## config.mk

```make
export PLATFORM = sky130hd
export DESIGN_NAME = serial_subtractor
export DESIGN_NICKNAME = d
export VERILOG_FILES = /design/src/rtl/serial_subtractor.sv
export SDC_FILE = /design/constraint.sdc
export NUM_CORES = 1
export LEC_CHECK = 0
export CAP_MARGIN = 30
export CORE_ASPECT_RATIO = 0.6
export CORE_UTILIZATION = 44
export CTS_CLUSTER_DIAMETER = 40
export DETAILED_ROUTE_END_ITERATION = 8
export PLACE_DENSITY_LB_ADDON = 0.3
export SKIP_LAST_GASP = 1
export SYNTH_ARGS = -nofsm -noshare
export SYNTH_HDL_FRONTEND = slang
export SYNTH_SLANG_ARGS = --single-unit
```

## constraint.sdc

```tcl
create_clock -name CLK -period 1.66 [get_ports CLK]
set_input_delay 0.166 -clock CLK [delete_from_list [all_inputs] [get_ports CLK]]
set_output_delay 0.166 -clock CLK [all_outputs]
set_load 0.02 [all_outputs]
```

## src/rtl/serial_subtractor.sv

```systemverilog
// Bit-serial ripple-borrow subtractor: D = X - Y, LSB first, one full-subtractor cell.
// Optional signed-overflow output OV is enabled by defining SERIAL_SUB_OVF_EN.
module serial_subtractor #(
    parameter int WIDTH = 8
) (
    input  logic             CLK,
    input  logic             RST_N,
    input  logic             IN_VALID,
    output logic             IN_READY,
    input  logic [WIDTH-1:0] X,
    input  logic [WIDTH-1:0] Y,
    output logic             OUT_VALID,
    input  logic             OUT_READY,
    output logic [WIDTH-1:0] D,
    output logic             BO
`ifdef SERIAL_SUB_OVF_EN
    ,
    output logic             OV
`endif
);

    typedef enum logic [1:0] {IDLE, RUN, DONE} state_t;

    localparam int CNT_W = (WIDTH > 1) ? $clog2(WIDTH) : 1;
    localparam logic [CNT_W-1:0] CNT_LAST = CNT_W'(WIDTH - 1);

    state_t           state;
    state_t           state_next;
    logic [WIDTH-1:0] x_sr;
    logic [WIDTH-1:0] y_sr;
    logic             borrow;
    logic [CNT_W-1:0] cnt;
    logic             accept;
    logic             last;
    logic             diff_bit;
    logic             borrow_next;
`ifdef SERIAL_SUB_OVF_EN
    logic             x_msb;
`endif

    // Returns {borrow_out, diff} for a single bit position.
    function automatic logic [1:0] full_sub(input logic a, input logic b, input logic bin);
        logic dif;
        logic bout;
        dif  = a ^ b ^ bin;
        bout = (~a & b) | (~a & bin) | (b & bin);
        return {bout, dif};
    endfunction

    function automatic logic [WIDTH-1:0] shift_in(input logic [WIDTH-1:0] v, input logic msb);
        logic [WIDTH-1:0] r;
        r            = v >> 1;
        r[WIDTH-1]   = msb;
        return r;
    endfunction

    assign {borrow_next, diff_bit} = full_sub(x_sr[0], y_sr[0], borrow);
    assign accept = (state == IDLE) && IN_VALID;
    assign last   = (state == RUN) && (cnt == CNT_LAST);

    always_ff @(posedge CLK or negedge RST_N) begin
        if (!RST_N) state <= IDLE;
        else        state <= state_next;
    end

    always_comb begin
        state_next = state;
        case (state)
            IDLE:    if (IN_VALID)  state_next = RUN;
            RUN:     if (last)      state_next = DONE;
            DONE:    if (OUT_READY) state_next = IDLE;
            default:                state_next = IDLE;
        endcase
    end

    // Handshake outputs depend only on the state register.
    always_comb begin
        IN_READY  = (state == IDLE);
        OUT_VALID = (state == DONE);
    end

    always_ff @(posedge CLK or negedge RST_N) begin
        if (!RST_N) begin
            x_sr   <= '0;
            y_sr   <= '0;
            borrow <= 1'b0;
            cnt    <= '0;
            D      <= '0;
            BO     <= 1'b0;
`ifdef SERIAL_SUB_OVF_EN
            x_msb  <= 1'b0;
            OV     <= 1'b0;
`endif
        end else if (accept) begin
            x_sr   <= X;
            y_sr   <= Y;
            borrow <= 1'b0;
            cnt    <= '0;
`ifdef SERIAL_SUB_OVF_EN
            x_msb  <= X[WIDTH-1];
`endif
        end else if (state == RUN) begin
            x_sr   <= x_sr >> 1;
            y_sr   <= y_sr >> 1;
            borrow <= borrow_next;
            D      <= shift_in(D, diff_bit);
            if (last) begin
                BO <= borrow_next;
`ifdef SERIAL_SUB_OVF_EN
                // On the final bit y_sr[0] is Y's MSB and diff_bit is D's MSB.
                OV <= (x_msb ^ y_sr[0]) & (diff_bit ^ x_msb);
`endif
            end else begin
                cnt <= cnt + 1'b1;
            end
        end
    end

endmodule

```

* Word level (Yosys, flattened, before mapping)
Index checks and enable logic that the tools add are counted.
** Storage, ports and cells
- Logic and storage cells :: 45
- Input bits :: 20
- Register bits :: 31
** Operators by class
- Bitwise logic cells :: 9
- Reduce and logical (&&, ||, !) cells :: 8
- Eq/ne operators :: 7
- $add $sub $neg :: 1
- Mux-type cells :: 13
** Operators with widths (number)
- 2-to-1 mux 8 bit :: 4
- 2-to-1 mux 3 bit :: 3
- 2-to-1 mux 2 bit :: 3
- != test 2 bit (second input constant) :: 3
- case mux 2 bit (3 select lines) :: 1
- AND reduction 3 bit :: 2
- AND reduction 2 bit :: 2
- adder 3 x 1 -> 3 bit (second input constant) :: 1
- AND 1 bit :: 3
- equality test 3 bit (second input constant) :: 1
- equality test 2 x 1 -> 1 bit (second input constant) :: 1
- equality test 2 bit (second input constant) :: 1
- logical AND 1 bit :: 2
- logical NOT 2 bit :: 1
- 2-to-1 mux 1 bit :: 2
- != test 2 x 1 -> 1 bit (second input constant) :: 1
- inverter 1 bit :: 2
- bitwise OR 1 bit :: 2
- nonzero test 2 bit :: 1
- XOR 1 bit :: 2

* Logic depth before layout (Yosys ltp)
- Word-level depth :: 6
- Depth in mapped cells :: 5
- Mapped depth without buffers :: 5

* Worst setup path before layout
OpenSTA, ideal clock, no wires.
- Kind :: register -> register
- Start point :: register cnt[0]
- End point :: register BO
- Period minus slack after synthesis :: 1.331 ns
- Data required time :: 1.535 ns
- Cell stages (with the launch flop) :: 5
- Arrival time :: 1.205 ns
- Setup slack :: 0.329 ns
- Cells stage by stage :: dfrtp_1 -> ha_1 -> ha_1 -> nand2_4 -> mux2_4
** Between the ends
- Longest elaborated chain between the ends :: 3
** Ends and longest elaborated chain
- start: declaration :: line 32 : logic [CNT_W-1:0] cnt;
- start signal: assignment :: line 114 : cnt <= cnt + 1'b1;
- equality test 3 bit :: line 59 : assign last = (state == RUN) && (cnt == CNT_LAST);
- logical AND 1 bit :: line 59
- AND reduction 3 bit (no line)
- end signal: assignment :: line 108 : BO <= borrow_next;
- end: declaration :: line 15 : output logic BO
No other way between the ends.
A chain may end at the register's enable or synchronous reset.

* Final worst setup path
- Start point :: register state[0]
- End point :: output port OUT_VALID
** Between the ends
- Longest elaborated chain between the ends :: 1
** Ends and longest elaborated chain
- start: declaration :: line 27 : state_t state;
- start signal: assignment :: line 63 : else state <= state_next;
- equality test 2 bit :: line 79 : OUT_VALID = (state == DONE);
- end: declaration :: line 12 : output logic OUT_VALID,
No other way between the ends.

==> out/metrics.cfg <==
[outcome]
status = completed

[clock_tree]
clockRootBuffer = clkbuf_8
cts_tree = built
path_clk_slew_ns = 0.07
postCtsHoldBufs = 0
clock_insertion_delay_worst_skew_ns = 0.28
htree_num_levels = 2
cts_made_buffers = 5
cts_max_path_buffers = 2
clock-sinks = 31

[yosys]
synth_area_leaders = dfrtp_1, o22ai_1, nand2_1
synth_async_sr_flop_share = 1.00
synth_edf_count = 0
syn-num-nets = 162
synthCells = 139
synth_ff_type = dfrtp_1
synthTopCellsByCount = dfrtp_1, o22ai_1, nand2_1, a21oi_1
ys_ff_latch = 31
synthDistinctLibCells = 26
syn_avg_cell_area_um2 = 10.3
syn-cell-area_um2 = 1440
ys_seq_area_frac = 0.541
yosys_warnings = 0
synth_most_common_cell = dfrtp_1
yosysTopAreaCell = dfrtp_1
synth_top_area_frac = 0.541

[timing]
setup_violations = 0
worstMarginPinSlew_ns = 0.511
finalSetupTns_ns = 0
post-route-min-period_ns = 1.57
max_freq_mhz = 636
slew_headroom = 0.659
slew_viol_final = 0
hold_violations = 0
period_share = 0.947
clock_skew_ns = 0.00596
rsz0062_at_grt = no

[routing]
vias_per_cell = 5.59
dr_total_vias = 1197
dr.first_iter.drc_count = 114
first_pass_iters = 4
drcViolationCount = 0
ant_nets = 0
finalWirelength_um = 3290
drt-wirelength-per-cell_um = 15.4

[grt]
grt_pass1_vias = 1096
grt.total_usage = 0.214
grt_max_degree = 32
grt_pass1_wl_um = 5180
antenna_found_initial = 0
gr-total-overflow = 0

[die]
die_w_um = 75.7
fp.dieArea_um2 = 3500
core_area_um2 = 2980
start_util = 0.481
fp-row-count = 15
die_y_um = 46.2
io_pins = 31

[power_and_ir_drop]
p_seq_frac = 0.376
irDropWorstVdd_uv = 757
combPwrFrac = 0.412
switching_share = 0.377
internal_power_w = 0.00227
clkPwrFrac = 0.212
p_sw_w = 0.00137
leakagePower_nw = 0.825
cellPowerDensity_nw_per_um2 = 1950

[placed_design]
portBuffers = 30
hpwl_um = 2230
placed_cells = 206
place_congestion = 0.702

[worst_setup_path]
worstPathMaxFanout = 4
worst_setup_path_start_kind = flip-flop
r2r_cells = 5
worstPathRequired_ns = 1.49
path_class = flip-flop to output pin
endpoint_kind = output pin
critPathArrivalTime_ns = 1.41

[cells_and_area]
fillers = 229
drive_gt1_frac = 0.116
antenna-diode-count = 0
syn_to_final_growth_pct = 30.4
ff_latch_area_um2 = 776
nNetsFinal = 194
stdcell_count = 214
multi_input_comb_area_um2 = 578

[job]
cap_viol_max_count = 0

[min_path]
hold_path_class = input port to async pin

[layout by cell type (no fill, tap or decap), types with 3 or more instances in the layout]
cell / Yosys / routed
o21ai_0: 5 / 5
clkdlybuf4s50_1: 0 / 29
buf_4: 3 / 5
a21oi_1: 15 / 15
nand2_1: 24 / 24
nor2_1: 5 / 5
clkbuf_8: 0 / 6
o2bb2ai_1: 3 / 3
dfrtp_1: 31 / 31
o22ai_1: 26 / 26
[stage by stage]
| stage | total power [W] | area [µm²] | utilization | hold WS, ns | setup WS (ns) |
|---|---|---|---|---|---|
| finish | 0.00365 | 1870 | 0.627 | 0.278 | 0.0876 |
| floorplan | 0.00239 | 1440 | - | -0.130 | 0.329 |
| detailed placement | 0.00288 | 1760 | 0.588 | 0.468 | 0.222 |
| global route | 0.00390 | 1870 | 0.627 | 0.317 | 0.0129 |
| CTS | 0.00367 | 1870 | 0.627 | 0.293 | 0.0729 |
| global placement | 0.00278 | 1760 | 0.588 | 0.459 | 0.205 |
[final timing paths]
path                        endpoint  startpoint  slack [ns]
hold / removal               x_sr[5]       RST_N        0.28
max in group asynchronous   state[0]       RST_N        1.09
setup / recovery           OUT_VALID    state[0]        0.09
hold reg to reg                 D[0]        D[0]        0.47
setup reg to reg              cnt[2]      cnt[0]        0.20
min in group CLK             y_sr[7]        Y[7]        0.44
[power groups by stage]
stage | sequential, W | clock [W] | combinational, W
finish | 0.00137 | 0.000773 | 0.00150
global route | 0.00141 | 0.000826 | 0.00166
CTS | 0.00137 | 0.000784 | 0.00151
detailed placement | 0.00138 | 0 | 0.00150
global placement | 0.00136 | 0 | 0.00142
floorplan | 0.00144 | 0 | 0.000956
[cells by family after synthesis]
logic type	synth area share
simple gates	0.126
flops	0.541
fa+ha+maj	0.0314
buf+inv	0.0567
compound gates	0.235
mux	0.0105
[cell type report]
| type | instances | share of cell area |
|---|---|---|
| clock inverters | 2 | 0.0187 |
| inverters | 3 | 0.00602 |
| well taps | 42 | 0.0281 |
| repair buffers | 35 | 0.180 |
| flip-flops and latches | 31 | 0.414 |
| multi-input cells | 95 | 0.309 |
| clock buffers | 6 | 0.0441 |
[critical path, cell delays in order, from the launching register on]
cell,delay [ns]
dfrtp_1,0.41
nor2_1,0.11
clkdlybuf4s50_1,0.61
[timing repair]
| action | in CTS | in global routing |
|---|---|---|
| endpoints found under the setup margin | 1 | 0 |
| resized for setup | 1 | 0 |
| setup buffers | 0 | 0 |
[per-layer routing]
| metal | vias up | share of wire | track usage | routed length, µm |
|---|---|---|---|---|
| met5 | - | 0 | 0 | 0 |
| met4 | 0 | 0.021 | 0.107 | 68 |
| met3 | 11 | 0.084 | 0.0678 | 278 |
| met2 | 50 | 0.43 | 0.298 | 1420 |
| met1 | 567 | 0.46 | 0.299 | 1530 |
| li1 | 569 | - | - | - |
[state kept, by name (all words and copies together) (netlist names)]
signal / count
borrow: 1
y_sr: 8
state: 2
x_sr: 8
D: 8
cnt: 3
BO: 1
(Power assumes the default switching activity.)
